`config.mk`:
```
export PLATFORM = sky130hd
export DESIGN_NAME = instr_fetch
export DESIGN_NICKNAME = d
export VERILOG_FILES = /design/src/rtl/fetch_pkg.sv /design/src/rtl/fetch_timeout.sv /design/src/rtl/instr_fetch.sv
export SDC_FILE = /design/constraint.sdc
export NUM_CORES = 1
export LEC_CHECK = 0
export CAP_MARGIN = 25
export CORE_MARGIN = 2
export CORE_UTILIZATION = 40
export CTS_CLUSTER_DIAMETER = 80
export DETAILED_ROUTE_END_ITERATION = 7
export GPL_TIMING_DRIVEN = 0
export PLACE_DENSITY = 0.78
export SYNTH_ARGS = -nofsm -noshare
export SYNTH_HDL_FRONTEND = slang
export SYNTH_SLANG_ARGS = --single-unit
```
`constraint.sdc`:
```
create_clock -name clk -period 2.33 [get_ports clk]
set_input_delay 0.466 -clock clk [delete_from_list [all_inputs] [get_ports clk]]
set_output_delay 0.466 -clock clk [all_outputs]
set_load 0.05 [all_outputs]
```
`src/rtl/fetch_pkg.sv`:
```
// fetch_pkg: shared state type and constants for the instruction fetch unit
package fetch_pkg;
    typedef enum logic [1:0] {S_FETCH = 2'd0, S_VALID = 2'd1, S_ERR = 2'd2} fetch_state_e;
    localparam logic [31:0] WORD_BYTES       = 32'd4;
    localparam logic [31:0] PC_OFFSET        = 32'd8;
    localparam logic [31:0] DEFAULT_RESET_PC = 32'h0000_0000;
endpackage

```
`src/rtl/fetch_timeout.sv`:
```
// fetch_timeout: counts stalled fetch cycles and flags when the budget is spent
module fetch_timeout #(
    parameter int TIMEOUT = 16
) (
    input  logic clk,
    input  logic reset,
    input  logic clear,
    input  logic enable,
    output logic expired
);
    localparam int W = (TIMEOUT > 1) ? $clog2(TIMEOUT) : 1;
    logic [W-1:0] cnt_q, cnt_d;
    always_comb begin
        cnt_d = clear ? '0 : enable ? cnt_q + W'(1) : cnt_q;
    end
    always_ff @(posedge clk) begin
        cnt_q <= !reset ? '0 : cnt_d;
    end
    assign expired = cnt_q == W'(TIMEOUT - 1);
endmodule

```
`src/rtl/instr_fetch.sv`:
```
// instr_fetch: fetches one instruction at a time and holds it until the core retires it
module instr_fetch import fetch_pkg::*; #(
    parameter logic [31:0] RESET_PC = DEFAULT_RESET_PC,
    parameter int          TIMEOUT  = 16
) (
    input  logic        clk,
    input  logic        reset,
    output logic        imem_req,
    output logic [31:0] imem_addr,
    input  logic        imem_ack,
    input  logic [31:0] imem_rdata,
    output logic [31:0] Instr,
    output logic        instr_valid,
    input  logic        instr_ready,
    input  logic        PCSrc,
    input  logic [31:0] pc_target,
    output logic [31:0] PC,
    output logic [31:0] PCPlus8,
    output logic        fetch_err
);
    fetch_state_e state_q, state_d;
    logic [31:0] pc_q, pc_d, instr_q, instr_d;
    logic req_q, req_d, valid_q, valid_d, err_q, err_d;
    logic fetch, accept, retire, expired;
    always_comb begin
        fetch   = state_q == S_FETCH;
        accept  = fetch & imem_ack;
        retire  = (state_q == S_VALID) & instr_ready;
        state_d = accept ? S_VALID : (fetch & expired) ? S_ERR : retire ? S_FETCH : state_q;
        instr_d = accept ? imem_rdata : instr_q;
        pc_d    = retire ? (PCSrc ? pc_target & ~32'h3 : pc_q + WORD_BYTES) : pc_q;
        req_d   = state_d == S_FETCH;
        valid_d = state_d == S_VALID;
        err_d   = state_d == S_ERR;
    end
    always_ff @(posedge clk) begin
        if (!reset) begin
            state_q <= S_FETCH;
            pc_q    <= RESET_PC;
            instr_q <= '0;
            req_q   <= 1'b1;
            valid_q <= 1'b0;
            err_q   <= 1'b0;
        end else begin
            state_q <= state_d;
            pc_q    <= pc_d;
            instr_q <= instr_d;
            req_q   <= req_d;
            valid_q <= valid_d;
            err_q   <= err_d;
        end
    end
    fetch_timeout #(.TIMEOUT(TIMEOUT)) u_timeout (
        .clk    (clk),
        .reset  (reset),
        .clear  (accept),
        .enable (fetch & ~imem_ack),
        .expired(expired)
    );
    assign imem_req    = req_q;
    assign imem_addr   = pc_q;
    assign Instr       = instr_q;
    assign instr_valid = valid_q;
    assign PC          = pc_q;
    assign PCPlus8     = pc_q + PC_OFFSET;
    assign fetch_err   = err_q;
endmodule
```
==> impl.org, run 1 <==
** Yosys
- Synth cell types :: 60
- Among all flip-flop cells after synthesis, the most frequent one is sky130_fd_sc_hd__dfxtp_1.
- Cell taking the most area after synthesis :: sky130_fd_sc_hd__dfxtp_1
- By area, the combinational part of the netlist is dominated by simple AND/OR/NAND/NOR gates.
- During synthesis, Yosys emitted a total of 0 warnings.
- Synthesized flop and latch total :: 71
- Share of async-settable or async-resettable flops after synthesis :: 0
- Post-Synth Adder-Cell Area :: 0.008844
- By area the synthesized netlist is led by sky130_fd_sc_hd__dfxtp_1 (33%), sky130_fd_sc_hd__nand2_1 (10%), sky130_fd_sc_hd__buf_4 (7.4%).
- Of the total synthesized cell area, the portion taken by XOR and XNOR cells is 0.05572.
- Number of cells produced by synthesis :: 560
- Sorting the synthesized cells by how often they occur yields sky130_fd_sc_hd__nand2_1 (117), sky130_fd_sc_hd__dfxtp_1 (71), sky130_fd_sc_hd__a21oi_1 (54).
- Number of enable-type register cells in the synthesized netlist :: 0
- Synthesized-area fraction occupied by ao, oa, aoi and oai cells :: 0.1745
- Post-synthesis cell area :: 4244 um^2
- Sequential element share of the synthesized area :: 0.3349
- Mean instance size in the synthesized netlist :: 7.579 um^2
- Area fraction of the dominant cell type after synthesis :: 0.3349
- Measured against the total synthesized area, the mux share comes to 0.004717.
- The most common cell in the synthesized netlist is sky130_fd_sc_hd__nand2_1.
- Share of synthesized cell area in and, or, nand and nor gates :: 0.2930

** Worst setup path
- STA puts the critical path data arrival time at 2100 ps.
- Critical path class :: flop to output port
- Crit start category :: flop
- Critical Path End Type :: output port
- In this design, the stage delay of the slowest critical-path cell is 380 ps.
- Worst endpoint required time :: 1860 ps
- Cell with the biggest individual delay on the critical path :: sky130_fd_sc_hd__dfxtp_4
- Startpoint of the most critical register-to-register path :: PC[3]
- Endpoint of the worst register-to-register path :: PC[30]
- Following the worst setup path forward leads to its endpoint at PCPlus8[29].
- Timing startpoint of the critical path :: PC[3]
- Traced cell by cell, the critical path runs through ha_4 -> and3_4 -> nand3b_4 -> nor3_4 -> buf_12 -> nand4_1 -> xnor2_4 -> buf_6.
- Counting cells, the worst reg-to-reg path comes to 8.
- Setup slack on the worst reg-to-reg path comes out at 140 ps.
- Of all nets on the critical path, the largest fanout is 5.

** STA
- Final hold violations :: 0
- For this run, the top clock speed supported by timing is 389.7 MHz.
- Final setup vio count :: 18
- Setup repair after global routing could not meet its margin everywhere.
- Relative max-transition margin :: 0.5768
- The routed design could run at a clock period as short as 2566 ps.
- At the pin with the least slew margin, the transition time is 634.8 ps.
- Setup total negative slack on the finished layout was measured at -2407 ps.
- Across all hold checks on the routed design, the worst slack comes to 458.7 ps.
- The clock arrives with 15.27 ps of skew.
- Final period utilization :: 1.101
- In the post-route analysis, the smallest setup slack over all paths is -236.1 ps.
- The number of slew-limit violations in the final report came to 0.

** Placed design
- The placed instances occupy a cell area of 6706 um^2.
- Routability-driven placement congestion ratio :: 0.9208
- In this run the tool buffered the top-level ports with 190 buffer cells.
- After legalization and detailed placement, the total HPWL measured 11680 um.

** Route
- Routed vias :: 5183
- Routed wire length :: 16640 um
- Post-DRT Antenna Nets :: 0
- In the routed design, unresolved DRC markers number 0.
- Initial DRC count :: 443
- Routed via count divided by cell count :: 5.479
- First-pass iteration count of the detailed router :: 5
- WL/cell :: 17.59 um

** Clocking
- Buffers inserted to repair hold after CTS numbered 0.
- CTS sink cnt :: 71
- Clock transition at path regs :: 80 ps
- TritonCTS built the clock tree.
- Num CTS Buffers :: 9
- Max H-tree Level :: 3
- Max Root-Sink Buffers :: 2
- The cell sitting at the root of the clock tree is a sky130_fd_sc_hd__clkbuf_8.
- At the later pin of the worst-skew pair, clock insertion delay measures 360 ps.

** Pwr
- The analysis attributes to net switching a power of 1215 uW.
- Dividing total power by cell area gives a power density of 461.2 nW/um^2.
- Of the total power, combinational logic draws 0.295.
- Of the total power, the share spent switching nets is 0.3531.
- Clock power share :: 0.316
- Internal power :: 2226 uW
- The share of total power dissipated in sequential elements is 0.389.
- Summed over all cells, the static leakage comes to 0.003149 uW.
- IR analysis of the VDD net gives a maximum drop of 0.0003922 V.

** Outcome
- Run status :: complete, but fails checks
- Violated checks :: setup timing

** Final layout
- Summing all flip-flop and latch instances after layout gives 1494 um^2.
- Fill cells :: 797
- For this run, the share of the core covered by cells in the final layout is 0.7228.
- Number of inserted diodes :: 0
- Multi-input logic area :: 2783 um^2
- Synthesis-to-layout area growth :: 75.83%
- Nets :: 877
- Of the cells placed in the final design, the portion with a size suffix greater than 1 is 0.2802.
- The finished cells cover 7462 um^2.

** Job
- The tool flagged a number of max-cap violations equal to 0.

** Floorplanning
- Horizontal extent of the die :: 107.0 um
- In this run the count of I/O pins placed on the die edge is 200.
- Measured along the y axis, the die boundary spans 107.0 um.
- Number of core rows :: 37
- The initial utilization of the core area, before any placement, comes to 0.4111.
- The total area inside the core boundary comes to 10320 um^2.
- Die ar. :: 11450 um^2

** Global route
- Number of antenna violations at the first check in global routing :: 0
- The total overflow left after global routing is 0.
- Via count of the first global-routing pass :: 4968
- For this run, the total global-route usage over all layers was measured as 0.2739.
- The first global-routing pass estimated 24850 um of wire.
- Pin count of the biggest net entering global routing :: 14

** Hold path
- Worst min path class :: flop to flop
## per-stage QoR
stage	instances	setup WS, ps	power [uW]
after floorplan	565	-137.0	1974
after global placement	891	-860.6	2341
after detailed placement	891	-897.7	2355
after CTS	921	-245.4	3432
after global routing	946	-325.3	3570
final	946	-236.1	3442
## cell families after synthesis
logic type	after synthesis
simple gates	245
compound gates	121
buf+inv	90
flops	71
xor+xnor	27
fa+ha+maj	3
mux	2
other cells	1
## final cells by class
cell class | instances | area share
sequential | 71 | 0.2002
tap | 136 | 0.02280
clock inverter | 5 | 0.008551
multi-input combinational | 404 | 0.3729
buffer | 70 | 0.05919
inverter | 7 | 0.003521
timing repair buffer | 242 | 0.3124
clock buffer | 11 | 0.02046
## sequential cells by signal, indices dropped and copies added, names as in the netlist
name and cells:
u_timeout.cnt_q 4, PC 30, Instr 32, instr_valid 1, imem_req 1, state_q 2, fetch_err 1
## layer usage
layer	track usage	up-vias	share of wire
met5	0	-	0
met4	0.1252	0	0.036
met3	0.08571	67	0.12
met2	0.4645	372	0.47
met1	0.3149	2345	0.37
li1	-	2399	-
## critical path: cells and delay by family (launching register included)
| family | cells | cell delay (ps) |
|---|---|---|
| xor gates and xnor gates | 1 | 200 |
| adders and majority gates | 1 | 140 |
| buffers and inverters | 2 | 330 |
| DFF | 1 | 380 |
| and+or+nand+nor | 4 | 710 |
## how the worst min path moves through the flow
stage | from | endpoint | cells past startpoint
6_report | Instr[17] | Instr[17] | 2
3_5_place_dp | Instr[8] | Instr[8] | 2
4_1_cts | Instr[29] | Instr[29] | 2
2_1_floorplan | u_timeout.cnt_q[3] | u_timeout.cnt_q[3] | 2
3_3_place_gp | Instr[13] | Instr[13] | 2
5_1_grt | Instr[21] | Instr[21] | 2
## cell usage in the layout, fill, tap and decap left out, drive strengths merged, types with 3 or more instances in the layout
cell,n
a211oi,5
a21oi,54
a311oi,5
a31oi,6
and2,8
and3,4
and4,3
buf,121
clkbuf,37
clkdlybuf4s50,158
clkinv,3
conb,6
dfxtp,71
dlygate4sd2,3
ha,3
inv,7
nand2,118
nand3,24
nand3b,3
nand4,17
nor2,40
nor3,11
nor4,8
o21ai,26
o311ai,5
or2,3
or3,3
xnor2,19
xor2,8
## power groups by stage
stage | logic (uW) | registers (uW) | clock network (uW)
after floorplan | 438 | 1540 | 0
after global placement | 993 | 1350 | 0
after detailed placement | 1000 | 1350 | 0
after global routing | 1070 | 1350 | 1160
final | 1020 | 1340 | 1090
after CTS | 994 | 1340 | 1100
## timing repair
action	CTS	global route
gates cloned	1	0
gates resized for setup	190	46
endpoints found under the hold margin	0	0
endpoints found under the setup margin	29	34
pin swaps	9	13
setup buffers	24	28
Note: power is estimated with default switching activity, not from simulation.
==> run 2: changes to the inputs <==
--- a/config.mk
+++ b/config.mk
@@ -10,8 +10,9 @@
 export CORE_UTILIZATION = 40
 export CTS_CLUSTER_DIAMETER = 80
 export DETAILED_ROUTE_END_ITERATION = 7
+export DONT_BUFFER_PORTS = 1
 export GPL_TIMING_DRIVEN = 0
-export PLACE_DENSITY = 0.78
+export PLACE_DENSITY = 0.53
 export SYNTH_ARGS = -nofsm -noshare
 export SYNTH_HDL_FRONTEND = slang
 export SYNTH_SLANG_ARGS = --single-unit
==> run 2 against run 1 <==
Net effect: the flow still finishes with violations (setup timing); register-to-register slack lost 40 ps; setup slack lost 290 ps; combinational power shrank 46%; clock power shrank 6%; sequential power grew 13%; routed wire length shrank 12%; final area shrank 23%; via count shrank 16%; critical path type unchanged; largest cell class unchanged; largest power group unchanged.
==> impl.org, run 2 (synthesized netlist as in run 1, its figures left out) <==
** Final layout
- The net total in the final layout came to 684 (was 877).
- The count of filler cells inserted in the layout is 995 (was 797).
- The number of flip-flops in the largest register is 32 (unchanged).
- The final cell utilization of the core was 0.5568 (was 0.7228).
- Commonest non-fill, non-tap cells in the layout :: sky130_fd_sc_hd__nand2_1 (106), sky130_fd_sc_hd__buf_4 (70), sky130_fd_sc_hd__a21oi_1 (54) (was sky130_fd_sc_hd__clkdlybuf4s50_1 (158), sky130_fd_sc_hd__nand2_1 (107), sky130_fd_sc_hd__buf_4 (87))
- Final design instance area without fill :: 5748 um^2 (was 7462 um^2)
- Commonest non-fill, non-tap cell in the layout :: sky130_fd_sc_hd__nand2_1 (was sky130_fd_sc_hd__clkdlybuf4s50_1)
- The share of layout cells above drive strength 1 is 0.3312 (was 0.2802).
- Number of inserted diodes :: 0 (unchanged)
- The layout overhead on the synthesized area was 35.44% (was 75.83%).

** Placed design
- Post-Place Cell Area :: 4831 um^2 (was 6706 um^2)
- Final HPWL from detailed placement :: 10190 um (was 11680 um)
- The count of input and output buffers came to 0 (was 190).
- Routability-driven placement congestion ratio :: 0.8948 (was 0.9208)

** Floorplanning
- Horizontal extent of the die :: 107.0 um (unchanged)
- The number of primary I/O pins was 200 (unchanged).
- Number of core rows :: 37 (unchanged)
- The floorplan die area is 11450 um^2 (unchanged).
- The vertical die dimension was 107.0 um (unchanged).
- The placeable core region is 10320 um^2 (unchanged).
- The starting density of the core is 0.4111 (unchanged).

** Pwr
- Clock power share :: 0.331 (was 0.316)
- The share of total power in sequential cells is 0.492 (was 0.389).
- The total power draw is 3094 uW (was 3442 uW).
- Combinational group share of total power :: 0.178 (was 0.295)
- The switching fraction of total power came to 0.3728 (was 0.3531).
- The peak supply drop came to 0.0003203 V (was 0.0003922 V).
- Internal power :: 1940 uW (was 2226 uW)
- The reported leakage power is 0.002416 uW (was 0.003149 uW).
- Net switching power :: 1153 uW (was 1215 uW)
- The power per standard cell area came to 538.2 nW/um^2 (was 461.2 nW/um^2).

** Worst setup path
- Arrival time reported for the critical path endpoint :: 2390 ps (was 2100 ps)
- Largest fanout of any net on the critical path :: 7 (was 5)
- Delay-heaviest family, CP :: simple AND/OR/NAND/NOR gates (unchanged)
- Worst endpoint required time :: 1860 ps (about the same)
- The cell type of the slowest stage on the worst timing path is sky130_fd_sc_hd__dfxtp_4 (unchanged).
- The worst flop-to-flop path startpoint was PC[3] (unchanged).
- The startpoint type of the worst setup path is a flop (unchanged).
- Endpoint of the worst register-to-register path :: PC[29] (was PC[30])
- The register-to-register setup slack came to 100 ps (was 140 ps).
- Critical path class :: flop to output port (unchanged)
- Critical-path cell list: ha_4 -> and3_4 -> nand3b_4 -> nor3_4 -> buf_12 -> nand4_1 -> xnor2_4 (was ha_4 -> and3_4 -> nand3b_4 -> nor3_4 -> buf_12 -> nand4_1 -> xnor2_4 -> buf_6).
- The delay of the slowest cell on the worst path came to 520 ps (was 380 ps).
- The endpoint class of the critical path was an output port (unchanged).
- Logic depth of the worst register-to-register path :: 8 (unchanged)
- The combined buffer and inverter count along the critical path is 1 (was 2).

** STA
- The worst-case headroom to the max-slew limit came to 0.4953 (was 0.5768).
- The maximum frequency from static timing analysis is 349.6 MHz (was 389.7 MHz).
- Clock skew after layout :: 9.407 ps (was 15.27 ps)
- The final period demand of the worst path was 2860 ps (was 2566 ps).
- The share of the clock period used by the worst path after layout came to 1.228 (was 1.101).
- Unrepaired setup endpoints after global routing: true (unchanged).
- The number of failing hold endpoints at the final stage came to 0 (unchanged).
- Final setup vio count :: 23 (was 18)
- The transition time of the tightest slew-check pin is 756.0 ps (was 634.8 ps).
- Worst Slack Setup Final :: -530.4 ps (was -236.1 ps)
- Number of max-slew violations in the final report :: 0 (unchanged)

** Clocking
- Max Root-Sink Buffers :: 2 (unchanged)
- Clock transition at path regs :: 80 ps (about the same)
- The H-tree level count was 3 (unchanged).
- Latest clock arrival within the worst-skew pair :: 360 ps (about the same)
- Num CTS Buffers :: 9 (unchanged)
- The TritonCTS clock tree was yes (unchanged).
- The number of clock sinks seen by CTS came to 71 (unchanged).
- Clock Root Buffer :: sky130_fd_sc_hd__clkbuf_8 (unchanged)

** Hold path
- Worst hold path endpoint :: Instr[18] (was Instr[17])
- The class of the tightest hold or removal check is input port to flop (was flop to flop).
- Startpoint of the tightest hold check path :: imem_rdata[18] (was Instr[17])
- The instance count along the most critical hold path came to 2 (unchanged).

** Global route
- The number of global-route vias before repair came to 4058 (was 4968).
- The initial antenna violation count was 0 (unchanged).
- The total congestion overflow came to 0 (unchanged).
- The first-pass GRT wire length was 21980 um (was 24850 um).
- The maximum number of pins on one net before global-route repair was 13 (was 14).
- GRT Resource Usage Total :: 0.2479 (was 0.2739)

** Route
- The wire length reported by the detailed router came to 14570 um (was 16640 um).
- The number of detailed-route iterations in the first pass was 5 (unchanged).
- Routed via count divided by cell count :: 5.759 (was 5.479)
- Routed vias :: 4331 (was 5183)
- WL/cell :: 19.37 um (was 17.59 um)
- Final routed DRC violation total :: 0 (unchanged)
- The number of DRC markers in iteration 0 is 236 (was 443).
- Post-DRT Antenna Nets :: 0 (unchanged)

** Job
- Max-cap violation count :: 0 (unchanged)

** Outcome
- Violated checks :: setup timing (unchanged)
- Run status :: complete, but fails checks (unchanged)
==> run 2: layer usage <==
metal,wire length (um),track usage
met3,1635,0.07356
met5,0,0
met1,5581,0.3104
met4,368,0.09184
met2,6983,0.4031
==> run 2: how the worst max path moves through the flow <==
stage | cells after the start | from | slack (ps) | to
2_1_floorplan | 6 | PC[4] | -140 | PCPlus8[29]
3_3_place_gp | 5 | PC[3] | -490 | PCPlus8[30]
3_5_place_dp | 5 | PC[3] | -500 | PCPlus8[30]
4_1_cts | 7 | PC[3] | -530 | PCPlus8[29]
5_1_grt | 7 | PC[3] | -600 | PCPlus8[29]
6_report | 7 | PC[3] | -530 | PCPlus8[29]
==> run 2: power by group through the flow <==
stage / Combinational [uW] / Sequential [uW] / Clock [uW]
final: 550 / 1520 / 1020
after global routing: 591 / 1530 / 1090
after CTS: 538 / 1530 / 1040
after detailed placement: 520 / 1550 / 0
after global placement: 512 / 1550 / 0
after floorplan: 438 / 1540 / 0
==> run 2: final cells by class <==
type                    instances  area, um^2  share of cell area
inverters                       7       30.03            0.005224
clock buffers                  12       177.7             0.03091
clock inverters                 3       22.52            0.003918
plain buffers                  83       574.3             0.09991
flip-flops and latches         71        1513              0.2632
well taps                     136       170.2             0.02960
multi-input cells             404        2955              0.5141
repair buffers                 36       305.3             0.05311
==> run 2: worst reg2reg max path, stage by stage (launching register included) <==
cell	delay, ps
sky130_fd_sc_hd__dfxtp_4	520
sky130_fd_sc_hd__ha_4	190
sky130_fd_sc_hd__buf_4	90
sky130_fd_sc_hd__buf_4	130
sky130_fd_sc_hd__nand4_4	170
sky130_fd_sc_hd__nor3_4	380
sky130_fd_sc_hd__nand3_2	120
sky130_fd_sc_hd__and2_0	180
sky130_fd_sc_hd__o311a_1	330
==> run 2: timing repair <==
action,CTS,global route
setup endpoints to repair,37,30
resized for setup,68,38
hold buffers,0,0
setup buffers,17,15
pin swaps,20,21
==> run 2: stage by stage <==
stage / hold WS, ps / setup TNS [ps] / cells / setup slack, ps
4_1_cts: 223.9 / -9660 / 737 / -525.6
2_1_floorplan: 457.3 / -661.8 / 565 / -137.0
6_report: 236.7 / -8781 / 752 / -530.4
3_5_place_dp: 480.5 / -7377 / 705 / -501.8
3_3_place_gp: 470.9 / -7354 / 701 / -493.8
5_1_grt: 227.2 / -9795 / 752 / -596.1
==> run 3: changes to the inputs <==
--- a/config.mk
+++ b/config.mk
@@ -5,14 +5,13 @@
 export SDC_FILE = /design/constraint.sdc
 export NUM_CORES = 1
 export LEC_CHECK = 0
-export CAP_MARGIN = 25
 export CORE_MARGIN = 2
-export CORE_UTILIZATION = 40
+export CORE_UTILIZATION = 49
 export CTS_CLUSTER_DIAMETER = 80
 export DETAILED_ROUTE_END_ITERATION = 7
 export DONT_BUFFER_PORTS = 1
 export GPL_TIMING_DRIVEN = 0
-export PLACE_DENSITY = 0.53
+export PLACE_DENSITY = 0.63
 export SYNTH_ARGS = -nofsm -noshare
 export SYNTH_HDL_FRONTEND = slang
 export SYNTH_SLANG_ARGS = --single-unit
==> run 3 against run 2 <==
Net effect: the run still ends with setup timing left; worst hold slack gained 1.7 ps; via count shrank 0.97%; cell count is 4.8% lower; clock skew grew 5.4 ps; routed wire length fell by 4.8%; flip-flop and latch count is the same; highest routed layer unchanged.
==> impl.org, run 3 (synthesized netlist as in run 1, its figures left out) <==
** Final layout
- Multi-input logic area :: 2879 um^2 (was 2955 um^2)
- Commonest non-fill, non-tap cells in the layout: sky130_fd_sc_hd__nand2_1 (108), sky130_fd_sc_hd__buf_4 (67), sky130_fd_sc_hd__a21oi_1 (54) (was sky130_fd_sc_hd__nand2_1 (106), sky130_fd_sc_hd__buf_4 (70), sky130_fd_sc_hd__a21oi_1 (54)).
- The share of layout cells above drive strength 1 is 0.3197 (was 0.3312).
- Nets :: 677 (was 684)
- The final cell utilization of the core is 0.6709 (was 0.5568).
- The number of non-filler instances in the completed layout came to 716 (was 752).
- Area of all sequential standard cells :: 1505 um^2 (was 1513 um^2)
- Synthesis-to-layout area growth :: 31.19% (was 35.44%)
- The count of filler cells inserted in the layout was 687 (was 995).
- Number of flip-flops in the largest register :: 32 (unchanged)
- Commonest non-fill, non-tap cell in the layout :: sky130_fd_sc_hd__nand2_1 (unchanged)

** Placed design
- The count of input and output buffers came to 0 (unchanged).
- Routability-driven placement congestion ratio :: 0.9216 (was 0.8948)
- The HPWL after detailed placement came to 9769 um (was 10190 um).
- The total instance count after detailed placement came to 670 (was 705).

** Clocking
- The TritonCTS clock tree was yes (unchanged).
- Max Root-Sink Buffers :: 2 (unchanged)
- The count of hold-fix buffers inserted at cts is 0 (unchanged).
- Clock transition at path regs :: 90 ps (was 80 ps)
- Clock Root Buffer :: sky130_fd_sc_hd__clkbuf_8 (unchanged)
- The clock latency on the worst-skew pair was 360 ps (about the same).
- Max H-tree Level :: 3 (unchanged)
- The number of clock sinks seen by CTS came to 71 (unchanged).
- Num CTS Buffers :: 9 (unchanged)

** STA
- Unrepaired setup endpoints after global routing: true (unchanged).
- Final setup vio count :: 25 (was 23)
- The worst-case headroom to the max-slew limit is 0.2626 (was 0.4953).
- The maximum frequency from static timing analysis was 353.2 MHz (was 349.6 MHz).
- Number of max-slew violations in the final report :: 0 (unchanged)
- Fin crit period :: 2831 ps (was 2860 ps)
- The share of the clock period used by the worst path after layout is 1.215 (was 1.228).
- The transition time of the tightest slew-check pin is 1098 ps (was 756.0 ps).
- The worst-case setup margin in the final layout was -501.3 ps (was -530.4 ps).
- Final hold violations :: 0 (unchanged)
- The largest clock skew in the final design was 14.80 ps (was 9.407 ps).

** Outcome
- Run status: complete, but fails checks (unchanged).
- Violated checks: setup timing (unchanged).

** Route
- The count of antenna-violating nets left after detailed routing came to 0 (unchanged).
- WL/cell :: 19.36 um (was 19.37 um)
- Initial DRC count :: 266 (was 236)
- The number of detailed-route iterations in the first pass is 5 (unchanged).
- The total via count after detailed routing was 4289 (was 4331).
- The post-route DRC violation count came to 0 (unchanged).
- The ratio of routed vias to standard cells was 5.990 (was 5.759).
- The wire length reported by the detailed router is 13870 um (was 14570 um).

** Floorplanning
- Effective utilization at floorplan :: 0.5114 (was 0.4111)
- The floorplan die area was 9422 um^2 (was 11450 um^2).
- The placeable core region is 8299 um^2 (was 10320 um^2).
- The number of placement rows came to 33 (was 37).
- The number of primary I/O pins was 200 (unchanged).
- The vertical die dimension was 97.07 um (was 107.0 um).
- The width of the die came to 97.07 um (was 107.0 um).

** Global route
- Number of antenna violations at the first check in global routing :: 0 (unchanged)
- The first-pass GRT wire length came to 21180 um (was 21980 um).
- The maximum number of pins on one net before global-route repair was 17 (was 13).
- The total congestion overflow was 0 (unchanged).
- Via count of the first global-routing pass :: 4079 (was 4058)
- The overall track demand over capacity in global routing was 0.2788 (was 0.2479).

** Worst setup path
- Largest fanout of any net on the critical path :: 7 (unchanged)
- The startpoint-to-endpoint class of the critical path was flop to output port (unchanged).
- The data required time at the worst endpoint came to 1860 ps (about the same).
- The endpoint class of the critical path is an output port (unchanged).
- Crit start category :: flop (unchanged)
- The data arrival at the endpoint of the critical path is 2370 ps (was 2390 ps).

** Pwr
- The reported leakage power was 0.002359 uW (was 0.002416 uW).
- The power per standard cell area was 549.6 nW/um^2 (was 538.2 nW/um^2).
- The peak supply drop came to 0.0004030 V (was 0.0003203 V).

** Hold path
- The class of the tightest hold or removal check is input port to flop (unchanged).

** Job
- Max-cap violation count :: 0 (unchanged)
[run 3: cell count changes in the layout (fill, tap and decap cells not counted), moves of 3 or more]
cell,previous run,this run
sky130_fd_sc_hd__buf_4,70,67
sky130_fd_sc_hd__inv_6,0,3
sky130_fd_sc_hd__nor2_1,32,35
sky130_fd_sc_hd__nor2_4,6,3
sky130_fd_sc_hd__dfxtp_4,22,19
sky130_fd_sc_hd__buf_8,7,3
sky130_fd_sc_hd__dfxtp_2,7,10
sky130_fd_sc_hd__clkbuf_4,5,2
[run 3: layout make-up]
| cell class | instances | area share |
|---|---|---|
| Clock inverter | 7 | 0.01326 |
| Multi-Input combinational cell | 404 | 0.5171 |
| Sequential cell | 71 | 0.2703 |
| Antenna cell | 1 | 0.0004494 |
| Inverter | 7 | 0.005393 |
| Buffer | 83 | 0.1029 |
| Tap cell | 105 | 0.02360 |
| Clock buffer | 9 | 0.02225 |
| Timing Repair Buffer | 29 | 0.04472 |
[run 3: critical path, cell delays in order (launching register included)]
cell                       delay [ps]
sky130_fd_sc_hd__dfxtp_4          530
sky130_fd_sc_hd__ha_4             180
sky130_fd_sc_hd__and3_4           200
sky130_fd_sc_hd__nand3b_4         120
sky130_fd_sc_hd__nor3_4           180
sky130_fd_sc_hd__buf_12           150
sky130_fd_sc_hd__nand4_1          210
sky130_fd_sc_hd__xnor2_4          430
[run 3: repair_timing]
| item | CTS | global route |
|---|---|---|
| buffers inserted | 18 | 11 |
| pin swaps | 18 | 17 |
| gates resized for setup | 63 | 20 |
| cloned | 0 | 0 |
| endpoints found under the setup margin | 37 | 30 |
[run 3: final timing paths]
path                           start                  to  slack (ps)  cells past startpoint
setup / recovery               PC[3]         PCPlus8[29]        -500                      7
hold / removal         imem_rdata[1]            Instr[1]         240                      2
setup reg to reg               PC[3]              PC[29]         -10                      9
hold reg to reg   u_timeout.cnt_q[1]  u_timeout.cnt_q[1]         500                      2
[run 3: where the power goes]
group / total, uW / internal (uW) / switching (uW)
registers: 1520 / 1260 / 262
clock network: 996 / 424 / 572
logic: 541 / 164 / 377
[run 3: routing by layer]
layer	track usage	routed length, um	vias up
met5	0	0	-
met4	0.1040	232	0
met3	0.09137	1571	17
met2	0.4626	6779	286
met1	0.3368	5281	1987
li1	-	-	1999
[run 3: metrics by stage]
step	setup TNS, ps	worst slack, ps	power [uW]	cell area [um^2]	hold WS, ps
after floorplan	-661.8	-137.0	1974	4634	457.3
after global placement	-6876	-497.0	2060	4766	473.2
after detailed placement	-6770	-472.5	2068	4766	486.6
after CTS	-9715	-483.3	3083	5403	218.5
after global routing	-11380	-564.4	3183	5565	221.0
final	-9605	-501.3	3060	5568	238.4
